**config.mk**
```make
export PLATFORM = sky130hd
export DESIGN_NAME = toy_forward_buffer_flat
export DESIGN_NICKNAME = d
export VERILOG_FILES = /design/src/rtl/toy_forward_buffer_pkg.sv /design/src/rtl/toy_forward_buffer_if.sv /design/src/rtl/toy_forward_buffer_match.sv /design/src/rtl/toy_forward_buffer.sv /design/src/flat_wrapper.sv
export SDC_FILE = /design/constraint.sdc
export NUM_CORES = 1
export LEC_CHECK = 0
export ABC_AREA = 1
export BUFFER_PORTS_ARGS = -buffer_cell sky130_fd_sc_hd__buf_2
export CAP_MARGIN = 15
export CORE_MARGIN = 3
export CORE_UTILIZATION = 35
export DETAILED_ROUTE_END_ITERATION = 10
export HOLD_SLACK_MARGIN = 0.08
export MAX_ROUTING_LAYER = met4
export PLACE_DENSITY = 0.58
export SLEW_MARGIN = 5
export SYNTH_ARGS = -nofsm -noshare
export SYNTH_HDL_FRONTEND = slang
export SYNTH_HIERARCHICAL = 1
export SYNTH_SLANG_ARGS = --single-unit
export TNS_END_PERCENT = 50
```
**constraint.sdc**
```tcl
create_clock -name clk -period 3.12 [get_ports clk]
set_clock_uncertainty 0.2 [all_clocks]
set_input_delay 0.156 -clock clk [delete_from_list [all_inputs] [get_ports clk]]
set_output_delay 0.156 -clock clk [all_outputs]
set_load 0.01 [all_outputs]
```
**src/rtl/toy_forward_buffer_pkg.sv**
```systemverilog
// rtl/toy_forward_buffer_pkg.sv - shared constants and entry type for the write-back forwarding buffer
package toy_pack;

    localparam int EU_NUM      = 2;
    localparam int REG_WIDTH   = 32;
    localparam int PREG_IDX_W  = 7;
    localparam int FWD_DEPTH   = 3;
    localparam int RD_PORT_NUM = 4;

    typedef struct packed {
        logic                  valid;
        logic [PREG_IDX_W-1:0] preg;
        logic [REG_WIDTH-1:0]  data;
    } fwd_entry_t;

    // preg 0 is the hardwired zero register and never produces a live entry
    function automatic logic preg_live(input logic en, input logic [PREG_IDX_W-1:0] preg);
        return en && (preg != '0);
    endfunction

endpackage

```
**src/rtl/toy_forward_buffer_if.sv**
```systemverilog
// rtl/toy_forward_buffer_if.sv - write-back / lookup bundle between the wb stage and the forwarding buffer
interface toy_forward_buffer_if;
    import toy_pack::*;

    logic                                    flush;
    logic [EU_NUM-1:0]                       v_wr_en;
    logic [EU_NUM-1:0][PREG_IDX_W-1:0]       v_wr_preg;
    logic [EU_NUM-1:0][REG_WIDTH-1:0]        v_wr_reg_data;
    logic [RD_PORT_NUM-1:0]                  v_rd_en;
    logic [RD_PORT_NUM-1:0][PREG_IDX_W-1:0]  v_rd_preg;
    logic [RD_PORT_NUM-1:0]                  v_rd_hit;
    logic [RD_PORT_NUM-1:0][REG_WIDTH-1:0]   v_rd_data;
    logic [EU_NUM-1:0][REG_WIDTH-1:0]        v_forward_data;

    modport master (
        output flush, v_wr_en, v_wr_preg, v_wr_reg_data, v_rd_en, v_rd_preg,
        input  v_rd_hit, v_rd_data, v_forward_data
    );

    modport slave (
        input  flush, v_wr_en, v_wr_preg, v_wr_reg_data, v_rd_en, v_rd_preg,
        output v_rd_hit, v_rd_data, v_forward_data
    );

endinterface

```
**src/rtl/toy_forward_buffer_match.sv**
```systemverilog
// rtl/toy_forward_buffer_match.sv - toy_forward_match: priority tag match over a flat entry vector (index 0 wins)
module toy_forward_match
    import toy_pack::*;
#(
    parameter int ENTRY_NUM = 1
) (
    input  logic                            rd_en,
    input  logic [PREG_IDX_W-1:0]           rd_preg,
    input  fwd_entry_t [ENTRY_NUM-1:0]      entries,
    output logic                            rd_hit,
    output logic [REG_WIDTH-1:0]            rd_data
);

    // Scan from lowest priority upward so the last match assigned is the winner
    always_comb begin
        rd_hit  = 1'b0;
        rd_data = '0;
        for (int i = ENTRY_NUM - 1; i >= 0; i--) begin
            if (rd_en && (rd_preg != '0) && entries[i].valid && (entries[i].preg == rd_preg)) begin
                rd_hit  = 1'b1;
                rd_data = entries[i].data;
            end
        end
    end

endmodule

```
**src/rtl/toy_forward_buffer.sv**
```systemverilog
// rtl/toy_forward_buffer.sv - multi-stage write-back forwarding buffer; TOY_FWD_SAME_CYCLE_EN adds a same-cycle wr->rd path
module toy_forward_buffer
    import toy_pack::*;
(
    input  logic                 clk,
    input  logic                 rst,
    toy_forward_buffer_if.slave  bus
);

`ifdef TOY_FWD_SAME_CYCLE_EN
    localparam int LIVE_STAGES = FWD_DEPTH + 1;
`else
    localparam int LIVE_STAGES = FWD_DEPTH;
`endif
    localparam int ENTRY_NUM = LIVE_STAGES * EU_NUM;
    localparam int HIST_BASE = (LIVE_STAGES - FWD_DEPTH) * EU_NUM;

    fwd_entry_t [FWD_DEPTH-1:0][EU_NUM-1:0] stage_q;
    fwd_entry_t [EU_NUM-1:0]                wr_entry;
    fwd_entry_t [ENTRY_NUM-1:0]             flat;
    logic [EU_NUM-1:0][REG_WIDTH-1:0]       forward_q;
    logic [RD_PORT_NUM-1:0]                 rd_hit;
    logic [RD_PORT_NUM-1:0][REG_WIDTH-1:0]  rd_data;
    logic                                   dup_wr;

    always_comb begin
        for (int i = 0; i < EU_NUM; i++) begin
            wr_entry[i].valid = preg_live(bus.v_wr_en[i], bus.v_wr_preg[i]);
            wr_entry[i].preg  = bus.v_wr_preg[i];
            wr_entry[i].data  = bus.v_wr_reg_data[i];
        end
    end

    // Unconditional shift; flush drops both history and the incoming write
    always_ff @(posedge clk) begin
        if (rst) begin
            stage_q   <= '0;
            forward_q <= '0;
        end else begin
            forward_q <= bus.v_wr_reg_data;
            if (bus.flush) begin
                stage_q <= '0;
            end else begin
                stage_q[0] <= wr_entry;
                for (int k = 1; k < FWD_DEPTH; k++) begin
                    stage_q[k] <= stage_q[k-1];
                end
            end
        end
    end

    // Youngest first, lowest lane first within a stage
    always_comb begin
        flat = '0;
`ifdef TOY_FWD_SAME_CYCLE_EN
        for (int i = 0; i < EU_NUM; i++) begin
            flat[i] = wr_entry[i];
        end
`endif
        for (int k = 0; k < FWD_DEPTH; k++) begin
            for (int i = 0; i < EU_NUM; i++) begin
                flat[HIST_BASE + k*EU_NUM + i] = stage_q[k][i];
            end
        end
    end

    for (genvar p = 0; p < RD_PORT_NUM; p++) begin : g_rd
        toy_forward_match #(
            .ENTRY_NUM (ENTRY_NUM)
        ) u_match (
            .rd_en   (bus.v_rd_en[p]),
            .rd_preg (bus.v_rd_preg[p]),
            .entries (flat),
            .rd_hit  (rd_hit[p]),
            .rd_data (rd_data[p])
        );
    end

    assign bus.v_rd_hit       = rd_hit;
    assign bus.v_rd_data      = rd_data;
    assign bus.v_forward_data = forward_q;

    always_comb begin
        dup_wr = 1'b0;
        for (int i = 0; i < EU_NUM; i++) begin
            for (int j = i + 1; j < EU_NUM; j++) begin
                if (wr_entry[i].valid && wr_entry[j].valid && (wr_entry[i].preg == wr_entry[j].preg)) begin
                    dup_wr = 1'b1;
                end
            end
        end
    end

    a_no_dup_wr: assert property (@(posedge clk) disable iff (rst) !dup_wr);

endmodule

```
**src/flat_wrapper.sv**
```systemverilog
// flat-port wrapper written by rule: the top's interface ports become plain ports
module toy_forward_buffer_flat import toy_pack::*;
  (clk, rst, bus_flush, bus_v_wr_en, bus_v_wr_preg, bus_v_wr_reg_data, bus_v_rd_en, bus_v_rd_preg, bus_v_rd_hit, bus_v_rd_data, bus_v_forward_data);
  toy_forward_buffer_if bus_i ();
  input  logic clk;
  input  logic rst;
  input wire logic [$bits(bus_i.flush)-1:0] bus_flush;
  input wire logic [$bits(bus_i.v_wr_en)-1:0] bus_v_wr_en;
  input wire logic [$bits(bus_i.v_wr_preg)-1:0] bus_v_wr_preg;
  input wire logic [$bits(bus_i.v_wr_reg_data)-1:0] bus_v_wr_reg_data;
  input wire logic [$bits(bus_i.v_rd_en)-1:0] bus_v_rd_en;
  input wire logic [$bits(bus_i.v_rd_preg)-1:0] bus_v_rd_preg;
  output wire logic [$bits(bus_i.v_rd_hit)-1:0] bus_v_rd_hit;
  output wire logic [$bits(bus_i.v_rd_data)-1:0] bus_v_rd_data;
  output wire logic [$bits(bus_i.v_forward_data)-1:0] bus_v_forward_data;
  assign bus_i.flush = bus_flush;
  assign bus_i.v_wr_en = bus_v_wr_en;
  assign bus_i.v_wr_preg = bus_v_wr_preg;
  assign bus_i.v_wr_reg_data = bus_v_wr_reg_data;
  assign bus_i.v_rd_en = bus_v_rd_en;
  assign bus_i.v_rd_preg = bus_v_rd_preg;
  assign bus_v_rd_hit = bus_i.v_rd_hit;
  assign bus_v_rd_data = bus_i.v_rd_data;
  assign bus_v_forward_data = bus_i.v_forward_data;
  toy_forward_buffer u_core (.clk(clk), .rst(rst), .bus(bus_i));
endmodule
```
==> results of run 1 <==
-- cell usage after synthesis --
library cell,n
nor2_1,1004
clkinv_1,16
and3_1,4
nor3_2,4
buf_6,47
clkbuf_1,24
nand3_2,16
dfxtp_1,304
inv_1,766
or2_2,4
xor2_1,32
o22ai_1,8
nor3_1,16
nand3_1,536
xnor2_1,28
buf_2,130
o21ai_1,8
or2_1,4
o21ai_0,24
nand4_1,8
nand2_1,894
buf_4,12
o21ai_2,4
nor2_2,17
nor2b_1,4
inv_4,4
inv_2,73
-- sequential cells by signal, indices dropped and copies added (netlist names) --
register,cells
u_core/flat,240
u_core/bus.v_forward_data,64
-- cell type report --
| class | instances | area (sq um) |
|---|---|---|
| diodes | 1 | 2.502 |
| clock buffers | 58 | 1160 |
| clock inverters | 15 | 188.9 |
| fillers | 6659 | 34000 |
| inverters | 859 | 3242 |
| multi-input cells | 2618 | 11470 |
| flip-flops and latches | 304 | 6120 |
| well taps | 828 | 1036 |
| repair buffers | 536 | 3815 |
-- final timing paths --
check / startpoint / to / depth (start not counted)
max reg2reg: u_core/flat[33] / u_core/flat[113] / 2
min reg2reg: u_core/flat[147] / u_core/flat[227] / 2
min: bus_flush / u_core/flat[32] / 4
max: u_core/flat[77] / bus_v_rd_data[95] / 12
-- metrics by stage --
stage	std cells	util [%]	worst slack [ns]	setup TNS, ns	area, sq um
after floorplan	3991	-	1.267	0	21790
after global placement	5025	39.61	0.3209	0	24180
after detailed placement	5025	39.61	0.3237	0	24180
after CTS	5208	43.85	0.002197	0	26770
after global routing	5219	44.29	-0.02628	-0.03588	27030
final	5219	44.29	0.08425	0	27030
-- per-layer routing --
metal | wire length (um) | GRT usage, % | vias to the layer above
met5 | 0 | - | -
met4 | 3594 | 10.86 | 0
met3 | 7527 | 4.373 | 190
met2 | 40680 | 43.25 | 1074
met1 | 40010 | 36.70 | 11135
li1 | - | - | 12368
-- kinds of logic (layout without fill, tap and decap cells) --
kind of cell | Yosys count | after routing | share of synthesized area (%)
AND/OR/NAND/NOR | 2511 | 2514 | 47.46
AO/OA/AOI/OAI | 44 | 44 | 1.125
XOR/XNOR | 60 | 60 | 2.411
buffers and inverters | 1072 | 1468 | 21.08
other | 0 | 1 | 0
flip-flops | 304 | 304 | 27.92
-- what timing repair did --
item | in CTS | in global routing
gates cloned | 3 | 0
hold buffers | 97 | 0
gates resized for setup | 34 | 53
setup buffers | 10 | 10
endpoints found under the hold margin | 144 | 0
setup endpoints to repair | 131 | 128
pin swaps | 8 | 9
-- critical path, stage by stage (launching register included) --
cell and delay (ns):
dfxtp_2 0.36, inv_1 0.08, nand2_1 0.06, o21ai_0 0.10
nor3_2 0.29, nor2b_2 0.29, nand2_1 0.19, nand2_4 0.17
buf_4 0.19, nor2_1 0.05, nand2_1 0.08, nand2_1 0.09
buf_2 0.15
-- where the power goes --
| group | switching, W | leakage, nW | internal (W) |
|---|---|---|---|
| logic | 0.000531 | 10.5 | 0.000335 |
| clock network | 0.00195 | 0.665 | 0.00292 |
| registers | 0.000114 | 2.49 | 0.00399 |
==> flow_metrics.py, run 1 <==
metrics = {
    "yosys": {
        "yosysSeqAreaShare_pct": 27.92,
        "yosys.area.top_type_share_pct": 27.92,
        "yosysWarnings": 6,
        "netlist_top_cells_area": "dfxtp_1 (28%), nor2_1 (17%), nand2_1 (15%)",
        "syn_inst": 3991,
        "synth_area_per_cell_sq_um": 5.461,
        "synth_cell_type_count": 27,
        "synth_nets": 4106,
        "synth_seq_cells": 304,
        "synth.cell_area_sq_um": 21790,
        "synth_largest_area_cell": "dfxtp_1",
    },
    "sta": {
        "hold_violations": 0,
        "post-route-min-period_ns": 3.036,
        "finalCritPeriodShare_pct": 97.30,
        "hold_ws_ns": 0.09143,
        "finalSetupViolCount": 0,
        "relSlewSlack_pct": 44.58,
        "slew_viol_final": 0,
        "fmax_ghz": 0.3294,
        "rsz0062_at_grt": "true",
        "tightest_slew_ns": 0.8313,
    },
    "layout": {
        "layout_common_cells": "nor2_1 (1,003), nand2_1 (879), inv_1 (766)",
        "drive_above_1_share_pct": 15.42,
        "layout_commonest_cell": "nor2_1",
        "layout.nets": 4475,
        "area_growth_pct": 24.02,
    },
    "clocking": {
        "htree_levels": 2,
        "clock-sinks": 304,
        "ctsLongestPathBuffers": 3,
        "cts_buffers": 41,
        "insertion_delay_ns": 0.57,
        "cts_tree": "done",
        "root_buffer": "clkbuf_16",
        "clk_pin_slew_ns": 0.06,
    },
    "setup_path": {
        "crit_required_ns": 2.76,
        "cp-end-kind": "primary output",
        "rrSetupSlack_ns": 2.10,
        "arrival_ns": 2.68,
        "start_kind": "register",
        "path_max_fanout": 5,
        "path_class": "register to primary output",
    },
    "power": {
        "total_leakage_power_nw": 13.69,
        "ir_drop_mv": 0.3857,
        "p_per_area_nw_per_um2": 363.9,
        "finalPower_w": 0.009837,
    },
    "global_route": {
        "track_usage_pct": 27.97,
        "grt_max_degree": 106,
        "grt_remaining_overflow": 0,
        "first_global_vias": 22843,
        "antenna_found_initial": 4,
        "grt_pass1_wl_um": 139600,
    },
    "floorplanning": {
        "dieWidth_um": 255.5,
        "die_y_um": 255.5,
        "rows": 90,
        "dieArea_sq_um": 65300,
        "pin_count": 311,
        "core_sq_um": 61030,
        "initial_core_util_pct": 35.71,
    },
    "routing": {
        "ant_nets": 0,
        "routed_wl_um": 91810,
        "first_pass_iters": 6,
        "drc": 0,
        "vias": 24767,
        "viasPerCell": 4.746,
        "wl_per_cell_um": 17.59,
        "drt_iter0_drc": 2748,
    },
    "run": {
        "max_cap_violations": 0,
    },
    "placement": {
        "place_congestion": 0.9908,
        "place.port_buffers": 310,
        "dp_hpwl_um": 61330,
    },
    "outcome": {
        "status": "finished, final reports clean",
    },
    "hold_path": {
        "hold_path.class": "input port to register",
    },
}
Note: power is estimated with default switching activity, not from simulation.
==> inputs of run 2 (changes only) <==
- PLACE_DENSITY: 0.58 -> 0.49
==> flow_metrics.py, run 2 (synthesis results as in run 1) <==
metrics = {
    "sta": {
        "finalCritPeriodShare_pct": 98.49,
        "slew_viol_final": 0,
        "rsz0062_at_grt": "true",
        "fmax_ghz": 0.3254,
        "post-route-min-period_ns": 3.073,
        "tightest_slew_ns": 0.9702,
        "hold_violations": 0,
        "fin_tns_setup_ns": 0,
        "finalSetupViolCount": 0,
        "relSlewSlack_pct": 35.32,
    },
    "power": {
        "finalPower_w": 0.009726,
        "total_leakage_power_nw": 13.52,
        "ir_drop_mv": 0.4169,
        "p_per_area_nw_per_um2": 363.6,
    },
    "global_route": {
        "track_usage_pct": 28.49,
        "first_global_vias": 22481,
        "grt_remaining_overflow": 0,
        "antenna_found_initial": 8,
        "grt_pass1_wl_um": 140700,
        "grt_max_degree": 151,
    },
    "routing": {
        "first_pass_iters": 5,
        "viasPerCell": 4.681,
        "wl_per_cell_um": 18.11,
        "ant_nets": 0,
        "drc": 0,
        "vias": 24253,
        "routed_wl_um": 93810,
        "drt_iter0_drc": 2136,
    },
    "placement": {
        "place.port_buffers": 310,
        "place_congestion": 0.9388,
        "placed_area_sq_um": 24170,
        "place_inst": 5011,
        "dp_hpwl_um": 62020,
    },
    "layout": {
        "design_area_sq_um": 26750,
        "area_growth_pct": 22.73,
        "layout_commonest_cell": "nor2_1",
        "final_cells": 5181,
        "layout.nets": 4434,
        "utilization_pct": 43.83,
        "drive_above_1_share_pct": 14.91,
        "layout_common_cells": "nor2_1 (1,003), nand2_1 (880), inv_1 (766)",
        "largest_reg_flops": 240,
    },
    "clocking": {
        "ctsLongestPathBuffers": 3,
        "cts_buffers": 41,
        "root_buffer": "clkbuf_16",
        "clock-sinks": 304,
        "cts_tree": "done",
        "clk_pin_slew_ns": 0.06,
        "htree_levels": 2,
        "insertion_delay_ns": 0.58,
    },
    "floorplanning": {
        "initial_core_util_pct": 35.71,
        "dieArea_sq_um": 65300,
        "die_y_um": 255.5,
        "pin_count": 311,
        "dieWidth_um": 255.5,
        "rows": 90,
        "core_sq_um": 61030,
    },
    "setup_path": {
        "arrival_ns": 2.72,
        "crit_required_ns": 2.76,
        "slowest_delay_ns": 0.41,
        "cp-end-kind": "primary output",
        "path_class": "register to primary output",
        "start_kind": "register",
        "crit_chain": "inv_1, nand2_1, o21ai_0, nor2_1, nand2_1, nor2_4, nand2_4, buf_12, nand3_1, nand2_1, nand2_1, nand2_1, buf_2",
        "worst_path_most_repeated_cell": "nand2_1",
        "cp_slowest_cell": "dfxtp_4",
        "path_max_fanout": 23,
    },
    "outcome": {
        "status": "finished, final reports clean",
    },
    "hold_path": {
        "hold_path.class": "input port to register",
    },
    "run": {
        "max_cap_violations": 0,
    },
}
[run 2: cell count changes in the layout (fill, tap and decap cells not counted), moves of 4 or more]
cell / delta
dfxtp_1: -8
buf_12: +4
dlygate4sd3_1: -9
clkinv_2: -4
diode_2: +7
buf_4: -35
dfxtp_2: +5
[run 2: power by group]
| part | switching [W] | internal (W) |
|---|---|---|
| Sequential | 0.000118 | 0.00399 |
| Combinational | 0.000511 | 0.000319 |
| Clock | 0.00191 | 0.00288 |
[run 2: critical path: cells and delay by family (launching register included)]
family          cells  cell delay (ns)
buf+inv             3             0.48
flops               1             0.41
simple gates        9             1.14
compound gates      1             0.07
[run 2: path summary, 6_finish.rpt]
check        slack, ns                  start                       endpoint  cells after the start
max reg2reg       2.02       u_core/flat[112]               u_core/flat[192]                      3
min               0.12  bus_v_wr_reg_data[63]  u_core/bus.v_forward_data[63]                      4
min reg2reg       0.27         u_core/flat[3]                u_core/flat[83]                      2
max               0.05       u_core/flat[153]              bus_v_rd_data[31]                     13
[run 2: metal layers]
| layer | track usage [%] | wire (um) |
|---|---|---|
| met4 | 9.994 | 3397 |
| met1 | 37.02 | 41690 |
| met3 | 5.996 | 7691 |
| met2 | 43.83 | 41020 |
| met5 | - | 0 |
[run 2: through the flow]
step / hold WS (ns) / setup WS [ns]
global placement: 0.1725 / 0.2436
floorplan: 0.06822 / 1.267
CTS: 0.08254 / 0.003475
detailed placement: 0.1754 / 0.2562
global route: 0.1453 / -0.04070
finish: 0.1246 / 0.04717
[run 2: final cells by class]
type                       instances  area, sq um
fill                            6838        34290
antenna                            8        20.02
sequential                       304         6137
tap                              828         1036
inverter                         859         3242
clock inverter                    10        116.4
clock buffer                      59         1226
multi-input combinational       2616        11410
timing repair buffer             497         3560
[run 2: timing repair]
action                                  in CTS  in global routing
cloned                                       1                  0
resized for setup                           33                 54
pin swaps                                    1                  2
endpoints found under the setup margin     130                130
buffers inserted                             3                  1
hold endpoints to repair                   144                  2
hold buffers                                87                  1
